**src/rtl/serial_magnitude_comparator.sv**
```systemverilog
// Digit-serial magnitude comparator: scans operands MSB-first, D bits per cycle, and stops on
// the first differing digit. Reports lt/eq/gt plus the number of digits scanned.
module serial_magnitude_comparator #(
    parameter int unsigned N      = 8,
    parameter int unsigned D      = 1,
    parameter int unsigned SIGNED = 0
) (
    input  logic                            clk_i,
    input  logic                            rst_ni,
    input  logic                            in_valid_i,
    output logic                            in_ready_o,
    input  logic [N-1:0]                    a_i,
    input  logic [N-1:0]                    b_i,
    output logic                            out_valid_o,
    input  logic                            out_ready_i,
    output logic                            lt_o,
    output logic                            eq_o,
    output logic                            gt_o,
    output logic [$clog2(N/D+1)-1:0]        digits_o
);

    localparam int unsigned NumDigits = N / D;
    localparam int unsigned CntW      = $clog2(NumDigits + 1);
    // Flipping the sign bit maps two's complement onto offset binary, so the scan stays unsigned.
    localparam logic [N-1:0] SignMask = (SIGNED != 0) ? (N'(1) << (N - 1)) : '0;

    if ((N == 0) || (D == 0) || ((N % D) != 0)) begin : g_bad_digit
        $error("serial_magnitude_comparator: N must be a non-zero multiple of D");
    end

    typedef enum logic [1:0] {
        StIdle,
        StScan,
        StDone
    } state_e;

    state_e          state_q, state_d;
    logic [N-1:0]    sa_q, sa_d;
    logic [N-1:0]    sb_q, sb_d;
    logic [CntW-1:0] cnt_q, cnt_d;
    logic [CntW-1:0] digits_q, digits_d;
    logic            lt_q, lt_d;
    logic            eq_q, eq_d;
    logic            gt_q, gt_d;

    logic [D-1:0] da, db;
    assign da = sa_q[N-1 -: D];
    assign db = sb_q[N-1 -: D];

    always_comb begin
        state_d     = state_q;
        sa_d        = sa_q;
        sb_d        = sb_q;
        cnt_d       = cnt_q;
        digits_d    = digits_q;
        lt_d        = lt_q;
        eq_d        = eq_q;
        gt_d        = gt_q;
        in_ready_o  = 1'b0;
        out_valid_o = 1'b0;

        unique case (state_q)
            StIdle: begin
                in_ready_o = 1'b1;
                if (in_valid_i) begin
                    sa_d    = a_i ^ SignMask;
                    sb_d    = b_i ^ SignMask;
                    cnt_d   = '0;
                    state_d = StScan;
                end
            end
            StScan: begin
                if (da != db) begin
                    lt_d     = (da < db);
                    gt_d     = (da > db);
                    eq_d     = 1'b0;
                    digits_d = cnt_q + CntW'(1);
                    state_d  = StDone;
                end else if (cnt_q == CntW'(NumDigits - 1)) begin
                    lt_d     = 1'b0;
                    gt_d     = 1'b0;
                    eq_d     = 1'b1;
                    digits_d = CntW'(NumDigits);
                    state_d  = StDone;
                end else begin
                    sa_d  = sa_q << D;
                    sb_d  = sb_q << D;
                    cnt_d = cnt_q + CntW'(1);
                end
            end
            StDone: begin
                out_valid_o = 1'b1;
                if (out_ready_i) begin
                    state_d = StIdle;
                end
            end
            default: begin
                state_d = StIdle;
            end
        endcase
    end

    always_ff @(posedge clk_i or negedge rst_ni) begin
        if (!rst_ni) begin
            state_q  <= StIdle;
            sa_q     <= '0;
            sb_q     <= '0;
            cnt_q    <= '0;
            digits_q <= '0;
            lt_q     <= 1'b0;
            eq_q     <= 1'b0;
            gt_q     <= 1'b0;
        end else begin
            state_q  <= state_d;
            sa_q     <= sa_d;
            sb_q     <= sb_d;
            cnt_q    <= cnt_d;
            digits_q <= digits_d;
            lt_q     <= lt_d;
            eq_q     <= eq_d;
            gt_q     <= gt_d;
        end
    end

    assign lt_o     = lt_q;
    assign eq_o     = eq_q;
    assign gt_o     = gt_q;
    assign digits_o = digits_q;

endmodule

```
**config.mk**
```make
export PLATFORM = sky130hd
export DESIGN_NAME = serial_magnitude_comparator
export DESIGN_NICKNAME = d
export VERILOG_FILES = /design/src/rtl/serial_magnitude_comparator.sv
export SDC_FILE = /design/constraint.sdc
export NUM_CORES = 1
export LEC_CHECK = 0
export ABC_CLOCK_PERIOD_IN_PS = 3700
export CAP_MARGIN = 5
export CORE_UTILIZATION = 54
export CTS_CLUSTER_DIAMETER = 100
export DETAILED_ROUTE_END_ITERATION = 16
export PLACE_DENSITY = 0.84
export SETUP_SLACK_MARGIN = 0.5
export SLEW_MARGIN = 20
export SYNTH_ARGS = -nofsm -noshare
export SYNTH_HDL_FRONTEND = slang
export SYNTH_SLANG_ARGS = --single-unit
export TNS_END_PERCENT = 5
```
**constraint.sdc**
```tcl
create_clock -name clk_i -period 3.7 [get_ports clk_i]
set_input_delay 0.74 -clock clk_i [delete_from_list [all_inputs] [get_ports clk_i]]
set_output_delay 0.74 -clock clk_i [all_outputs]
set_load 0.005 [all_outputs]
```
==> metrics.txt, run 1 <==
outcome=complete, no violations; clock root buffer=sky130_fd_sc_hd__clkbuf_4; Critical Path End Type=register; summed negative setup slack over all endpoints=0 ns; peak supply drop=0.5938 mV; clock input transition at the sequential cells of the worst setup and hold paths=0.08 ns; Detailed Route Iter0 Violations=11; peak clock frequency supported by timing=428.9 MHz; net count after synthesis=136; initial cell density of the core=57.36%; Post-synth EDFFs=0; final critical-path setup slack=1.369 ns; async set-reset flop share out of synthesis=100.0%; number of buffers added by the clock tree synthesis step=5; antenna cell count=0; setup repair after global routing missed its margin=false; Site Rows=18; required time of the critical path=3.90 ns; largest driver fanout on the critical path=16; post-synthesis register bit count=29; wire length reported by the detailed router=2.604 mm; placed instance count=169; MaxCap Viol Count=0; path type of the worst setup path=in2reg; count of non-filler cells in the finished layout=176; area added between synthesis and finish=24.52%; total die area=2865 um^2; Primary FF master, synth=sky130_fd_sc_hd__dfrtp_1; buffers added on ports=28; clock period minus worst slack=2.331 ns; cts repair resizes=0; mean area per synthesized cell=12.69 um^2; die height=53.53 um; transition at the pin with the smallest max-transition slack=0.8207 ns; number of antenna violations at the first check in global routing=0; residual overflow from global routing=0; Bufs on Longest Clock Path=2; final total power=1.472 mW; number of antenna-violating nets in the routed design=0; width of the chip=53.53 um; summed instance area of the synthesized netlist=1434 um^2; # Post-CTS Setup Buffers=0; final slew viol count=0; pin count of the biggest net entering global routing=30; hold violation count in the final report=0; part of the Yosys area used for sequential elements=50.61%; leakage power=0.7934 nW; cell area power density=824.3 nW/um^2; cells after synthesis=113; library cells used by synthesis=29; kind of start point of the critical path=input port; pre-CTS worst setup slack=1.023 ns; core region area=2500 um^2; H-tree Lvls=2; detailed-router iteration count before antenna repair=4; Wirelength per Cell=14.80 um; Top-Level Pins=29; arrival time at the worst endpoint=2.53 ns; Total Nets Final=169; post-route clock skew=0.01179 ns; worst-skew pair later-pin latency=0.32 ns; DRC violations left=0; Via Count=976; hold buffers post-CTS=0; half-perimeter wire length of the detailed placement result=1.884 mm; final estimated routing congestion in global placement=0.9005; Final Setup Violations=0; global-route wire length before repair=4.395 mm; layout cell share with drive strength beyond 1=26.03%; YS warnings=0; number of global-route vias before repair=1043; number of sinks on the clock net=29; relative max-transition margin=45.11%; final worst path period share=63.01%; clock tree from TritonCTS=yes; GR Util All Layers=22.50%; post-detailed-route via-to-cell ratio=5.545; worst min-delay path category=reg2reg
==> cells in the final DEF, fill, tap and decap left out, types with 2 or more instances in the layout <==
cell	n
sky130_fd_sc_hd__nand3_1	4
sky130_fd_sc_hd__mux2_2	23
sky130_fd_sc_hd__clkbuf_4	5
sky130_fd_sc_hd__a21oi_1	4
sky130_fd_sc_hd__buf_4	3
sky130_fd_sc_hd__o21ai_0	8
sky130_fd_sc_hd__mux2i_1	6
sky130_fd_sc_hd__dfrtp_1	29
sky130_fd_sc_hd__mux2_4	3
sky130_fd_sc_hd__inv_1	6
sky130_fd_sc_hd__nor2_1	3
sky130_fd_sc_hd__ha_1	3
sky130_fd_sc_hd__nand2_1	4
sky130_fd_sc_hd__xor2_1	2
sky130_fd_sc_hd__clkdlybuf4s50_1	28
==> registers in the layout, summed over array words and instances (netlist names) <==
name / cells
sa_q: 8
sb_q: 8
cnt_q: 4
digits_o: 4
state_q: 2
eq_o: 1
gt_o: 1
lt_o: 1
==> stage by stage <==
step,hold WS [ns],area [um^2],utilization (%)
floorplan,0.4444,1434,-
detailed placement,0.4858,1730,69.22
CTS,0.5054,1785,71.42
global route,0.5269,1785,71.42
global placement,0.4799,1730,69.22
finish,0.5008,1785,71.42
==> final timing paths <==
kind                       slack [ns]       end  startpoint  cells after the start
max in group asynchronous        2.63   sb_q[2]      rst_ni                      2
hold reg to reg                  0.50      eq_o        eq_o                      1
setup reg to reg                 1.43   sb_q[3]     sa_q[7]                      5
min in group asynchronous        0.79  cnt_q[3]      rst_ni                      2
hold / removal                   0.50      eq_o        eq_o                      1
setup / recovery                 1.37   sb_q[3]  in_valid_i                      4
==> report_power, final <==
part | leakage, nW | switching (mW) | total [mW] | internal, mW
clock network | 0.0314 | 0.101 | 0.190 | 0.0896
registers | 0.359 | 0.0994 | 0.562 | 0.463
logic | 0.403 | 0.297 | 0.719 | 0.423
total | 0.793 | 0.497 | 1.47 | 0.975
==> layer usage <==
layer	track usage (%)	vias up	wire [um]
met5	0	-	0
met1	23.91	475	1121
met2	38.54	35	1301
li1	-	460	-
met3	7.910	6	140
met4	12.72	0	40
==> kinds of logic (layout without fill, tap and decap cells) <==
group                    after synthesis  after routing  share of synthesized area, %
AO/OA/AOI/OAI                         17             17                         7.593
AND/OR/NAND/NOR                       18             18                         6.982
multiplexers                          33             33                         26.35
XOR/XNOR                               2              2                         1.222
buffers and inverters                 11             44                         4.625
flip-flops                            29             29                         50.61
adder cells (fa/ha/maj)                3              3                         2.618
==> area by class of cell <==
type	count	area, um^2
Clock buffer	7	55.05
Tap cell	30	37.54
Multi-Input combinational cell	73	641.9
Inverter	6	22.52
Fill cell	192	714.4
Sequential cell	29	725.7
Timing Repair Buffer	31	302.8
==> Yosys cell counts (2+ instances only) <==
cell type,instances,share of area (%)
sky130_fd_sc_hd__xor2_1,2,1.2
sky130_fd_sc_hd__mux2_4,3,3.1
sky130_fd_sc_hd__buf_2,2,0.70
sky130_fd_sc_hd__inv_1,6,1.6
sky130_fd_sc_hd__nand3_1,4,1.4
sky130_fd_sc_hd__nor2_1,3,0.79
sky130_fd_sc_hd__ha_1,3,2.6
sky130_fd_sc_hd__a21oi_1,4,1.4
sky130_fd_sc_hd__dfrtp_1,29,51
sky130_fd_sc_hd__mux2_2,23,18
sky130_fd_sc_hd__o21ai_0,8,2.8
sky130_fd_sc_hd__nand2_1,4,1.0
sky130_fd_sc_hd__mux2i_1,6,4.2
==> worst max-delay path, stage by stage <==
cell and delay, ns:
sky130_fd_sc_hd__clkdlybuf4s50_1 0.52, sky130_fd_sc_hd__mux2i_2 0.12, sky130_fd_sc_hd__a211oi_4 0.72, sky130_fd_sc_hd__mux2_2 0.42
(Power assumes the default switching activity.)
==> run 2, diff against run 1 <==
- ABC_CLOCK_PERIOD_IN_PS: 3700 -> 1910
- CORE_UTILIZATION: 54 -> 45
- PLACE_DENSITY: 0.84 -> 0.75
- clock period: 3.7 -> 1.91 ns (I/O delays scaled with it)
==> run 2 against run 1 <==
  * Utilization fell by 4.9 points
  * Worst setup slack got worse by 1.2 ns
  * Combinational power rose to 2.8 times the previous value
  * Critical endpoint is now sa_q[1]
  * Clock skew fell by 0.0075 ns
  * Clock power rose by 99%
  * Final area rose by 13%
  * Via count rose by 9.3%
  * Count of clock-buffer cells in the layout did not move
==> metrics.txt, run 2 (same netlist as run 1, synthesis figures left out) <==
outcome=complete, no violations; clock period minus worst slack=1.757 ns; post-layout utilization of the core=66.53% (-4.9 points); pre-CTS worst setup slack=-0.005156 ns (-1.028 ns); clock input transition at the sequential cells of the worst setup and hold paths=0.09 ns (about the same); final total power=3.463 mW (+140%); Wirelength per Cell=15.20 um (+2.7%); wire length reported by the detailed router=3.100 mm (+19%); CP max-delay cell=sky130_fd_sc_hd__dfrtp_1; fillcell total=237 (+23%); layout cell share with drive strength beyond 1=36.88% (+11 points); number of global-route vias before repair=1101 (+5.6%); clock tree from TritonCTS=yes; Final Setup Violations=0 (unchanged); half-perimeter wire length of the detailed placement result=1.940 mm (+3.0%); final worst path period share=92.01%; Total Nets Final=183 (+8.3%); pin count of the biggest net entering global routing=30 (unchanged); final slew viol count=0 (unchanged); worst-skew pair later-pin latency=0.33 ns (about the same); final critical-path setup slack=0.1526 ns (-1.216 ns); max incr delay on CP=0.40 ns (-0.32 ns); buffers added on ports=28 (unchanged); GR Util All Layers=20.89% (-1.6 points); worst min-delay path category=in2async; hold violation count in the final report=0 (unchanged); required time of the critical path=2.13 ns (-1.77 ns); path type of the worst setup path=reg2reg; Top-Level Pins=29 (unchanged); area added between synthesis and finish=40.49%; Site Rows=20 (+2); arrival time at the worst endpoint=1.98 ns (-0.55 ns); Bufs on Longest Clock Path=2 (unchanged); initial cell density of the core=47.36% (-10 points); width of the chip=58.45 um (+9.2%); kind of start point of the critical path=register; largest driver fanout on the critical path=8 (-8); leakage power=0.9140 nW (+15%); Detailed Route Iter0 Violations=25 (+14); detailed-router iteration count before antenna repair=4 (unchanged); global-route wire length before repair=5.106 mm (+16%); number of antenna violations at the first check in global routing=0 (unchanged); number of buffers added by the clock tree synthesis step=5 (unchanged); core region area=3028 um^2 (+21%); worst-case hold slack=0.4146 ns (-0.08620 ns); post-detailed-route via-to-cell ratio=5.230 (-5.7%); H-tree Lvls=2 (unchanged); most common library cell in the layout ignoring fill and taps=sky130_fd_sc_hd__dfrtp_1; peak clock frequency supported by timing=569.0 MHz; DRC violations left=0 (unchanged); most frequent cells in the layout=sky130_fd_sc_hd__dfrtp_1, sky130_fd_sc_hd__clkdlybuf4s50_1, sky130_fd_sc_hd__mux2_2, sky130_fd_sc_hd__buf_4, sky130_fd_sc_hd__mux2_4; Via Count=1067 (+9.3%); die height=58.45 um (+9.2%); relative max-transition margin=69.85% (+25 points); antenna cell count=0 (unchanged); total die area=3416 um^2 (+19%); number of antenna-violating nets in the routed design=0 (unchanged); crit-path cells=ha_2 -> and3b_2 -> a211oi_4 -> buf_6 -> buf_12 -> mux2_4; post-route clock skew=0.004288 ns (-0.007505 ns); residual overflow from global routing=0 (unchanged); transition at the pin with the smallest max-transition slack=0.4513 ns (-0.3694 ns); Top Registers=sa_q (8), sb_q (8); cell area power density=1719 nW/um^2 (+110%); MaxCap Viol Count=0 (unchanged); final estimated routing congestion in global placement=0.8046 (-11%); peak supply drop=0.6638 mV (+12%); setup repair after global routing missed its margin=true; Critical Path End Type=register; number of sinks on the clock net=29 (unchanged); clock root buffer=sky130_fd_sc_hd__clkbuf_4
-- run 2: path summary, 6_finish.rpt --
kind / endpoint / depth (start not counted) / slack (ns) / start
max: sa_q[1] / 6 / 0.15 / cnt_q[0]
min: sa_q[0] / 2 / 0.41 / rst_ni
max reg2reg: sa_q[1] / 6 / 0.15 / cnt_q[0]
min reg2reg: eq_o / 1 / 0.51 / eq_o
max in group asynchronous: state_q[1] / 2 / 1.20 / rst_ni
min in group clk_i: eq_o / 1 / 0.51 / eq_o
-- run 2: layer usage --
layer	global-route usage, %	wire length (um)	vias to the layer above
li1	-	-	487
met1	24.32	1287	529
met2	34.48	1532	38
met3	4.835	164	13
met4	13.95	115	0
met5	0	0	-
-- run 2: area by class of cell --
cell class                      instances  area, um^2  area share [%]
Tap cell                               44       55.05           2.733
Inverter                                6       22.52           1.118
Sequential cell                        29       728.2           36.15
Multi-Input combinational cell         73       695.7           34.53
Timing Repair Buffer                   45       457.9           22.73
Clock buffer                            7       55.05           2.733
-- run 2: what timing repair did --
action,in CTS,in global routing
hold buffers,0,0
pin swaps,3,0
setup buffers,11,0
gates cloned,1,0
resized for setup,18,0
setup endpoints to repair,35,37
hold endpoints to repair,0,0
-- run 2: power by group --
| part | leakage, nW | switching, mW | internal [mW] |
|---|---|---|---|
| registers | 0.356 | 0.165 | 0.901 |
| clock network | 0.0314 | 0.205 | 0.173 |
| logic | 0.526 | 0.791 | 1.23 |
-- run 2: worst max-delay path: cells and delay by family (launching register included) --
kind	cells	cell delay [ns]
AND/OR/NAND/NOR	1	0.22
buffers and inverters	2	0.30
flip-flops	1	0.40
adder cells (fa/ha/maj)	1	0.19
multiplexers	1	0.31
AO/OA/AOI/OAI	1	0.22
-- run 2: metrics by stage --
stage | area, um^2 | std cells | setup TNS [ns]
finish | 2014 | 204 | 0
global route | 2014 | 204 | 0
CTS | 2014 | 204 | 0
detailed placement | 1804 | 185 | -0.005156
global placement | 1804 | 185 | 0
floorplan | 1450 | 113 | 0
==> run 3, diff against run 2 <==
- ABC_CLOCK_PERIOD_IN_PS: 1910 -> 2100
- CORE_UTILIZATION: 45 -> 54
- PLACE_DENSITY: 0.75 -> 0.84
- clock period: 1.91 -> 2.1 ns (I/O delays scaled with it)
==> run 3 against run 2 <==
  * Sequential power down 9%
  * Utilization up 13 points
  * Wire length grew 4.2%
  * Worst hold slack better by 0.037 ns
  * Sequential cell count is the same
  * Die area decreased by 16%
  * Count of clock-buffer cells in the layout shrank 1
  * Global-route usage rose by 2.8 points
  * Largest power group unchanged
==> metrics.txt, run 3 (same netlist as run 1, synthesis figures left out) <==
outcome=complete, no violations; total die area=2865 um^2 (-16%); pin count of the biggest net entering global routing=30 (unchanged); final estimated routing congestion in global placement=0.8730 (+8.5%); width of the chip=53.53 um (-8.4%); worst min-delay path category=in2async; post-detailed-route via-to-cell ratio=5.621 (+7.5%); number of antenna-violating nets in the routed design=0 (unchanged); peak supply drop=1.205 mV (+82%); Final Setup Violations=0 (unchanged); setup repair after global routing missed its margin=true; number of antenna violations at the first check in global routing=0 (unchanged); antenna cell count=0 (unchanged); peak clock frequency supported by timing=544.7 MHz (-4.3%); register cell area after layout=728.2 um^2 (unchanged); final critical-path setup slack=0.2642 ns (+0.1117 ns); layout cell share with drive strength beyond 1=36.88% (unchanged); summed negative setup slack over all endpoints=0 ns (unchanged); kind of start point of the critical path=register; transition at the pin with the smallest max-transition slack=0.3740 ns (-0.07729 ns); area added between synthesis and finish=39.01%; MaxCap Viol Count=0 (unchanged); final worst path period share=87.42% (-4.6 points); leakage power=0.9009 nW (-1.4%); DRC violations left=0 (unchanged); relative max-transition margin=75.07% (+5.2 points); detailed-router iteration count before antenna repair=4 (unchanged); Wirelength per Cell=17.01 um (+12%); Top-Level Pins=29 (unchanged); die height=53.53 um (-8.4%); Critical Path End Type=register; number of buffers added by the clock tree synthesis step=5 (unchanged); most common library cell in the layout ignoring fill and taps=sky130_fd_sc_hd__dfrtp_1; H-tree Lvls=2 (unchanged); fillcell total=159 (-33%); combined area of the multi-input logic cells=694.4 um^2 (-0.18%); buffers added on ports=28 (unchanged); post-route clock skew=0.01741 ns (+0.01312 ns); wire length reported by the detailed router=3.231 mm (+4.2%); global-route wire length before repair=4.581 mm (-10%); most frequent cells in the layout=sky130_fd_sc_hd__dfrtp_1, sky130_fd_sc_hd__clkdlybuf4s50_1, sky130_fd_sc_hd__mux2_2, sky130_fd_sc_hd__buf_4, sky130_fd_sc_hd__o21ai_0; clock tree from TritonCTS=yes; number of global-route vias before repair=994 (-9.7%); required time of the critical path=2.32 ns (+0.19 ns); path type of the worst setup path=reg2reg; residual overflow from global routing=0 (unchanged); worst-skew pair later-pin latency=0.35 ns (+0.02 ns); clock period minus worst slack=1.836 ns (+0.07834 ns); Via Count=1068 (+0.094%); Detailed Route Iter0 Violations=11 (-56%); clock input transition at the sequential cells of the worst setup and hold paths=0.11 ns (+0.02 ns); final slew viol count=0 (unchanged); largest driver fanout on the critical path=9 (+1); Bufs on Longest Clock Path=2 (unchanged); clock root buffer=sky130_fd_sc_hd__clkbuf_4; arrival time at the worst endpoint=2.06 ns (+0.08 ns); Site Rows=18 (-10%); hold buffers post-CTS=0 (unchanged); Top Registers=sa_q (8), sb_q (8); core region area=2500 um^2 (-17%); number of sinks on the clock net=29 (unchanged); half-perimeter wire length of the detailed placement result=1.900 mm (-2.1%); pre-CTS worst setup slack=0.08551 ns (+0.09067 ns); initial cell density of the core=57.36% (+10 points); hold violation count in the final report=0 (unchanged); cell area power density=1603 nW/um^2 (-6.8%); Total Nets Final=182 (-0.55%); GR Util All Layers=23.72% (+2.8 points)
==> run 3: changes by cell type in the layout (fill, tap and decap cells not counted), sizes merged <==
cell    delta
buf        -2
clkinv     +2
==> run 3: metrics by stage <==
step | hold slack (ns) | power, mW | util [%] | cell area, um^2 | cells
after floorplan | 0.1244 | 1.977 | - | 1450 | 113
after global placement | 0.4771 | 2.298 | 70.67 | 1767 | 170
after detailed placement | 0.4890 | 2.368 | 70.67 | 1767 | 170
after CTS | 0.4655 | 2.902 | 76.13 | 1903 | 185
after global routing | 0.4730 | 3.391 | 79.73 | 1993 | 190
final | 0.4517 | 3.195 | 79.73 | 1993 | 190
==> run 3: cell type report <==
cell class	count	share of cell area, %
flip-flops and latches	29	36.53
repair buffers	44	23.04
well taps	30	1.883
multi-input cells	73	34.84
clock inverters	2	0.5022
inverters	6	1.130
clock buffers	6	2.072
==> run 3: worst max-delay path, cell delays in order, from the launching register on <==
cell	delay, ns
sky130_fd_sc_hd__dfrtp_2	0.43
sky130_fd_sc_hd__buf_6	0.13
sky130_fd_sc_hd__buf_6	0.12
sky130_fd_sc_hd__mux2i_4	0.19
sky130_fd_sc_hd__a211oi_4	0.25
sky130_fd_sc_hd__buf_4	0.17
sky130_fd_sc_hd__buf_16	0.12
sky130_fd_sc_hd__mux2_4	0.29
==> run 3: path summary, 6_finish.rpt <==
path,startpoint,endpoint,slack (ns),depth (start not counted)
setup / recovery,state_q[0],sb_q[6],0.26,7
hold / removal,rst_ni,eq_o,0.45,2
setup reg to reg,state_q[0],sb_q[6],0.26,7
hold reg to reg,eq_o,eq_o,0.51,1
max in group asynchronous,rst_ni,state_q[1],1.34,2
min in group clk_i,eq_o,eq_o,0.51,1
==> run 3: timing repair <==
item	CTS	global route
setup endpoints to repair	26	33
pin swaps	1	2
cloned	1	1
buffers inserted	6	4
resized for setup	6	10
==> run 3: where the power goes <==
group          switching (mW)  total [mW]  internal (mW)  leakage [nW]
Sequential              0.153       0.972          0.819         0.356
Combinational           0.729        1.89           1.16         0.512
Clock                   0.208       0.335          0.127        0.0320
Total                    1.09        3.19           2.10         0.901
==> run 3: layer usage <==
metal / vias up / wire (um) / share of wire (%) / global-route usage [%]
met1: 531 / 1315 / 41 / 28.15
met4: 0 / 72 / 2.2 / 12.72
met3: 8 / 161 / 5.0 / 6.780
li1: 489 / - / - / -
met5: - / 0 / 0 / 0
met2: 40 / 1680 / 52 / 38.75
